$ cat src/rtl/shift_ctrl_pkg.sv
// rtl/shift_ctrl_pkg.sv - shared state encoding and default sizes for shift_chain_ctrl
package shift_ctrl_pkg;

  localparam logic [1:0] IDLE  = 2'd0;
  localparam logic [1:0] SHIFT = 2'd1;
  localparam logic [1:0] DONE  = 2'd2;

  localparam int DEF_WIDTH = 8;
  localparam int DEF_DEPTH = 4;

  typedef enum logic [1:0] {
    ST_IDLE  = IDLE,
    ST_SHIFT = SHIFT,
    ST_DONE  = DONE
  } state_t;

endpackage

$ cat src/rtl/shift_chain_ctrl.sv
// rtl/shift_chain_ctrl.sv - streams a word MSB-first through a DEPTH-stage serial chain and
// recaptures it from the chain tail after DEPTH flush zeros
module shift_chain_ctrl
  import shift_ctrl_pkg::*;
#(
  parameter int WIDTH = DEF_WIDTH,
  parameter int DEPTH = DEF_DEPTH
) (
  input  logic             clk,
  input  logic             clr,
  input  logic             in_valid,
  input  logic [WIDTH-1:0] in_data,
  output logic             in_ready,
  input  logic             stall,
  output logic             ser_out,
  output logic             ser_en,
  input  logic             ser_in,
  output logic             busy,
  output logic             done,
  output logic [WIDTH-1:0] rx_data
);

  localparam int CW   = $clog2(WIDTH + DEPTH + 1);
  localparam int LAST = WIDTH + DEPTH - 1;

  state_t           state;
  state_t           state_nxt;
  logic [CW-1:0]    cnt;
  logic [WIDTH-1:0] tx_word;
  logic [WIDTH-1:0] rx_shift;
  logic [WIDTH-1:0] rx_shift_nxt;
  logic             shifting;
  logic             tx_bit;
  logic             capture;
  logic             last_shift;

  always_comb begin
    shifting   = (state == ST_SHIFT) && !stall;
    capture    = shifting && (int'(cnt) >= DEPTH) && (int'(cnt) <= LAST);
    last_shift = shifting && (int'(cnt) == LAST);

    // Only counts below WIDTH match a bit position, so the flush phase falls out as zero.
    tx_bit = 1'b0;
    for (int i = 0; i < WIDTH; i++) begin
      if (int'(cnt) == WIDTH - 1 - i) tx_bit = tx_word[i];
    end

    rx_shift_nxt[0] = ser_in;
    for (int i = 1; i < WIDTH; i++) begin
      rx_shift_nxt[i] = rx_shift[i-1];
    end
  end

  always_comb begin
    state_nxt = state;
    case (state)
      ST_IDLE:  if (in_valid) state_nxt = ST_SHIFT;
      ST_SHIFT: if (last_shift) state_nxt = ST_DONE;
      ST_DONE:  state_nxt = ST_IDLE;
      default:  state_nxt = ST_IDLE;
    endcase
  end

  always_comb begin
    in_ready = (state == ST_IDLE);
    busy     = (state == ST_SHIFT) || (state == ST_DONE);
    done     = (state == ST_DONE);
    ser_en   = shifting;
    ser_out  = shifting && tx_bit;
  end

  always_ff @(posedge clk or negedge clr) begin
    if (!clr) begin
      state    <= ST_IDLE;
      cnt      <= '0;
      tx_word  <= '0;
      rx_shift <= '0;
      rx_data  <= '0;
    end else begin
      state <= state_nxt;
      if (state == ST_IDLE && in_valid) begin
        tx_word  <= in_data;
        cnt      <= '0;
        rx_shift <= '0;
      end
      if (shifting) cnt <= cnt + CW'(1);
      if (capture) rx_shift <= rx_shift_nxt;
      // Publish including the final tail bit so rx_data is already valid while done is high.
      if (last_shift) rx_data <= rx_shift_nxt;
    end
  end

endmodule
$ cat config.mk
export PLATFORM = sky130hd
export DESIGN_NAME = shift_chain_ctrl
export DESIGN_NICKNAME = d
export VERILOG_FILES = /design/src/rtl/shift_ctrl_pkg.sv /design/src/rtl/shift_chain_ctrl.sv
export SDC_FILE = /design/constraint.sdc
export NUM_CORES = 1
export LEC_CHECK = 0
export CAP_MARGIN = 20
export CELL_PAD_IN_SITES_DETAIL_PLACEMENT = 1
export CELL_PAD_IN_SITES_GLOBAL_PLACEMENT = 2
export CORE_UTILIZATION = 30
export CTS_CLUSTER_DIAMETER = 60
export CTS_CLUSTER_SIZE = 30
export DETAILED_ROUTE_END_ITERATION = 10
export MAX_ROUTING_LAYER = met4
export PLACE_DENSITY = 0.79
export SYNTH_ARGS = -nofsm -noshare
export SYNTH_HDL_FRONTEND = slang
export SYNTH_SLANG_ARGS = --single-unit
$ cat constraint.sdc
create_clock -name clk -period 1.85 [get_ports clk]
set_clock_uncertainty 0.1 [all_clocks]
set_input_delay 0.4625 -clock clk [delete_from_list [all_inputs] [get_ports clk]]
set_output_delay 0.4625 -clock clk [all_outputs]
set_load 0.02 [all_outputs]
=== After elaboration in Yosys (flattened, before gate mapping) ===
Index checks and enable logic that the tools add are counted.

* Bits in registers: 29
* Bits in latches: 0
* Bits in writable memories: 0
* ROM bits: 0
* Bits of input ports: 13
* Output and inout bits: 13
* Word-level logic and storage cells: 48
* Memories kept: 0

* $add $sub $neg: 1
* Multiply operators: 0
* Div/mod/pow operators: 0
* Order comparisons: 2
* Equal/unequal tests: 12
* Shifts and indexed selects: 0
* Multiplexer cells: 15
* Bitwise logic cells: 0
* Reduce and logical (&&, ||, !) cells: 13

{| class="wikitable"
|+ Operators with widths
! cell !! count
|-
| == test 4 bit (second input constant) || 5
|-
| two-way mux 7 bit || 2
|-
| == test 4 x 3 -> 1 bit (second input constant) || 2
|-
| two-way mux 1 bit || 8
|-
| two-way mux 4 bit || 2
|-
| logical AND 1 bit || 6
|-
| adder 4 x 1 -> 4 bit (second input constant) || 1
|-
| == test 4 x 2 -> 1 bit (second input constant) || 1
|-
| >= comparator 4 x 3 -> 1 bit (second input constant) || 1
|-
| <= comparator 4 bit (second input constant) || 1
|-
| zero test 4 bit || 1
|-
| two-way mux 2 bit || 2
|-
| inequality test 2 bit (second input constant) || 2
|-
| case mux 2 bit (2 select lines) || 1
|-
| nonzero test 2 bit || 2
|-
| == test 2 x 1 -> 1 bit (second input constant) || 1
|-
| == test 2 bit (second input constant) || 1
|-
| zero test 2 bit || 1
|-
| AND reduction 2 bit || 1
|-
| zero test 1 bit || 1
|-
| logical OR 1 bit || 1
|}

=== Longest topological paths before layout ===
* Word-level depth: 10
* Depth in mapped cells: 7
* Mapped depth without buffers: 7

=== Least setup slack after synthesis ===
OpenSTA, ideal clock, no wires.

* Path kind: register -> output
* Start: reg cnt[0]
* End: out ser_out
* Arrival: 1.553 ns
* Required time: 1.287 ns
* Slack: -0.266 ns
* Stages on the path, launching flop included: 7
* Buffers on the path: 0
* Path through: dfrtp_1 inv_1 ha_1 nor2_1 a211oi_1 a32oi_1 nor3_1

* Cells in the longest elaborated chain, start to end: 10
* Elaborated cells on any way between the ends: 17
* Classes of those cells: 7 x eq/ne; 8 x mux; 2 x reduce/logical

{| class="wikitable"
|+ Ends and longest elaborated chain
! element !! line !! text
|-
| from (decl) || shift_chain_ctrl.sv:28 || <nowiki>logic [CW-1:0] cnt;</nowiki>
|-
| from (signal assigned) || shift_chain_ctrl.sv:86 || <nowiki>if (shifting) cnt <= cnt + CW'(1);</nowiki>
|-
| == test 4 bit || shift_chain_ctrl.sv:45 || <nowiki>if (int'(cnt) == WIDTH - 1 - i) tx_bit = tx_word[i];</nowiki>
|-
| two-way mux 1 bit (7 in series) || shift_chain_ctrl.sv:45 ||
|-
| two-way mux 1 bit * || shift_chain_ctrl.sv:45 ||
|-
| logical AND 1 bit * || shift_chain_ctrl.sv:69 || <nowiki>ser_out = shifting && tx_bit;</nowiki>
|-
| to (decl) || shift_chain_ctrl.sv:15 || <nowiki>output logic ser_out,</nowiki>
|}

Mark *: on every way between the ends. The rest lies on a longest branch, timed or not.

=== Worst setup path in the final report ===
Ends and elaborated chain as after synthesis.

==> results.json <==
{
  "reg2reg_depth": 7,
  "synth_cells": 122,
  "port_buffers": 25,
  "worstPathCellList": "ha_4 > a211oi_2 > o21ai_1 > a32oi_1 > nor3_2 > buf_4",
  "finalHoldViolCount": 0,
  "r2r_slack_ns": 0.04,
  "hold_buffers": 0,
  "cts_tree": "yes",
  "syn_area_mm2": 0.00143,
  "crit_type": "reg -> out",
  "period_needed_ns": 2.27,
  "vias": 1109,
  "route.detailed.drc": 1,
  "crit_arrival_ns": 1.71,
  "finalCritPeriodShare": 1.23,
  "yosysWarnings": 0,
  "worst_pin_slew_ns": 0.383,
  "track_usage": 0.170,
  "busiest_layer": "met2",
  "syn_avg_cell_area_um2": 11.7,
  "netlist.area_leader.share": 0.508,
  "synth_top_family_by_area": "simple AND/OR/NAND/NOR gates",
  "gp_congestion": 0.738,
  "maxSlewViolCount": 0,
  "synth_mux_area_frac": 0.137,
  "ant_nets": 0,
  "crit_path_max_fanout": 4,
  "endpoint_kind": "output pin",
  "cp.depth": 6,
  "clkSlewWorstSetupHoldPaths_ns": 0.07,
  "critPathSlowestCell": "dfrtp_2",
  "ys_seq_area_frac": 0.508,
  "htreeDepth": 2,
  "powerDensity_mw_per_mm2": 1210,
  "antenna_found_initial": 0,
  "design_area_mm2": 0.00212,
  "core_area_mm2": 0.00447,
  "slew_headroom": 0.745,
  "num-fill-cells": 485,
  "hold_depth": 1,
  "initial_core_util": 0.319,
  "setup_violations": 1,
  "area_growth_pct": 48.6,
  "rsz0062_at_grt": "true",
  "crit_buf_inv": 1,
  "p_leak_nw": 1.05,
  "pre_cts_slack_ns": -0.617,
  "fmax_ghz": 0.440,
  "yosys-top-cells-area": "dfrtp_1 (51%), mux2_2 (13%), ha_1 (7.0%)",
  "cts_buffer_depth": 2,
  "antenna_cells": 0,
  "maxCapViolCount": 0,
  "grt_max_degree": 30,
  "setup_tns_ns": -0.420,
  "drtIter0Drc": 31,
  "cp-start-kind": "register",
  "viasPerCell": 4.89,
  "yosys.area.top_type": "dfrtp_1",
  "seq_area_um2": 728,
  "synth_seq_cells": 29,
  "cts_root_buf": "clkbuf_8",
  "dieArea_mm2": 0.00504,
  "first_pass_iters": 9,
  "synth_xor_area_frac": 0.0254,
  "grt_pass1_vias": 1249,
  "fp.dieW_um": 71.0,
  "max_stage_delay_ns": 0.47,
  "use_met3": 0.0427,
  "crit_required_ns": 1.29,
  "multiInputGateArea_um2": 764,
  "row_count": 24,
  "violations": "design-rule violations, negative setup slack",
  "synth-compound-area-share": 0.0806,
  "ios": 26,
  "cts.sinks": 29,
  "wire_per_inst_um": 16.0,
  "clk_latency_ns": 0.28,
  "placed_area_mm2": 0.00186,
  "synth-simple-area-share": 0.144,
  "layout.nets": 195,
  "hold_ws_ns": 0.407,
  "met2_usage": 0.272,
  "synth_fp_nets": 143,
  "grt_pass1_wl_um": 6180,
  "crit_family": "compound AO/OA/AOI/OAI gates",
  "drt_wl_total_um": 3640,
  "status": "finished with violations",
  "drive_gt1_frac": 0.434,
  "synth_cell_types": 26,
  "die-height_um": 71.0,
  "hpwl_um": 2510,
  "synthAdderAreaFrac": 0.0701,
  "ir_worst_vdd_mv": 0.444,
  "gr-usage-met1": 0.205,
  "grt_overflow": 0,
  "fin_ws_ns": -0.420,
  "cts_buffers": 5,
  "hold_path_class": "reg -> reg"
}
cells in the final DEF (no fill, tap or decap), types with 3 or more instances in the layout:
| cell type | synthesis | layout |
|---|---|---|
| dfrtp_1 | 29 | 27 |
| mux2_4 | 1 | 3 |
| a211oi_2 | 0 | 3 |
| nand2_1 | 14 | 13 |
| buf_4 | 1 | 22 |
| nand3_1 | 15 | 15 |
| clkbuf_8 | 0 | 5 |
| ha_4 | 0 | 6 |
| clkbuf_1 | 0 | 3 |
| dlymetal6s2s_1 | 0 | 3 |
| a21oi_1 | 4 | 4 |
| mux2_2 | 16 | 14 |
| inv_4 | 0 | 4 |
| o21ai_0 | 6 | 4 |
| clkdlybuf4s50_1 | 0 | 16 |
| buf_6 | 1 | 5 |
synthesized netlist by cell type:
cell      instances
a21oi_1           4
nor2_1            3
nor2b_1           2
mux2_4            1
inv_1             6
xor2_1            1
nor3_1            1
o21ai_4           1
nand3_1          15
ha_1              8
buf_2             2
nand2_1          14
nand3b_4          1
dfrtp_1          29
buf_4             1
nor2_4            1
o21ai_0           6
buf_6             1
xor2_4            1
mux2_2           16
o21ai_2           1
a32oi_1           1
a22o_1            1
nor4b_1           1
a211oi_1          3
nand2b_2          1
logic make-up (layout without fill, tap and decap cells):
logic type	Yosys count	in the layout
and+or+nand+nor	39	39
adders and majority gates	8	8
DFF	29	29
AOI/OAI and AO/OA	17	17
buffers and inverters	10	63
muxes	17	17
xor gates and xnor gates	2	2
area by class of cell:
type	instances	area share
inverters	6	0.0153
multi-input cells	83	0.360
flip-flops and latches	29	0.343
clock buffers	8	0.0377
repair buffers	49	0.213
well taps	52	0.0306
timing repair:
action / CTS / global route
gates resized for setup: 44 / 16
cloned: 0 / 0
setup buffers: 4 / 4
endpoints found under the setup margin: 15 / 30
pin swaps: 4 / 5
state kept, by name, summed over array words and instances, names as in the netlist:
register / flops
rx_data: 8
tx_word: 8
rx_shift: 7
cnt: 4
state: 2
metrics by stage:
step,total power [mW],cells,util
final,2.57,227,0.475
after global routing,2.74,227,0.475
after CTS,2.48,223,0.453
after detailed placement,1.82,211,0.415
after global placement,1.78,211,0.415
after floorplan,1.43,122,-
report_power, final:
group / switching, mW / internal, mW
clock network: 0.238 / 0.267
logic: 0.555 / 0.632
registers: 0.111 / 0.766
total: 0.905 / 1.66
routing by layer:
layer | vias to the layer above | share of wire
li1 | 529 | -
met1 | 552 | 0.45
met2 | 21 | 0.49
met3 | 7 | 0.038
met4 | 0 | 0.017
met5 | - | 0
final timing paths:
kind,start,to
setup / recovery,cnt[0]$_DFFE_PN0P_,ser_out
min in group asynchronous,clr,tx_word[2]$_DFFE_PN0P_
hold reg to reg,rx_data[2]$_DFFE_PN0P_,rx_data[2]$_DFFE_PN0P_
setup reg to reg,cnt[0]$_DFFE_PN0P_,rx_data[6]$_DFFE_PN0P_
hold / removal,rx_data[2]$_DFFE_PN0P_,rx_data[2]$_DFFE_PN0P_
max in group asynchronous,clr,cnt[1]$_DFFE_PN0P_
Note: power is estimated with default switching activity, not from simulation.
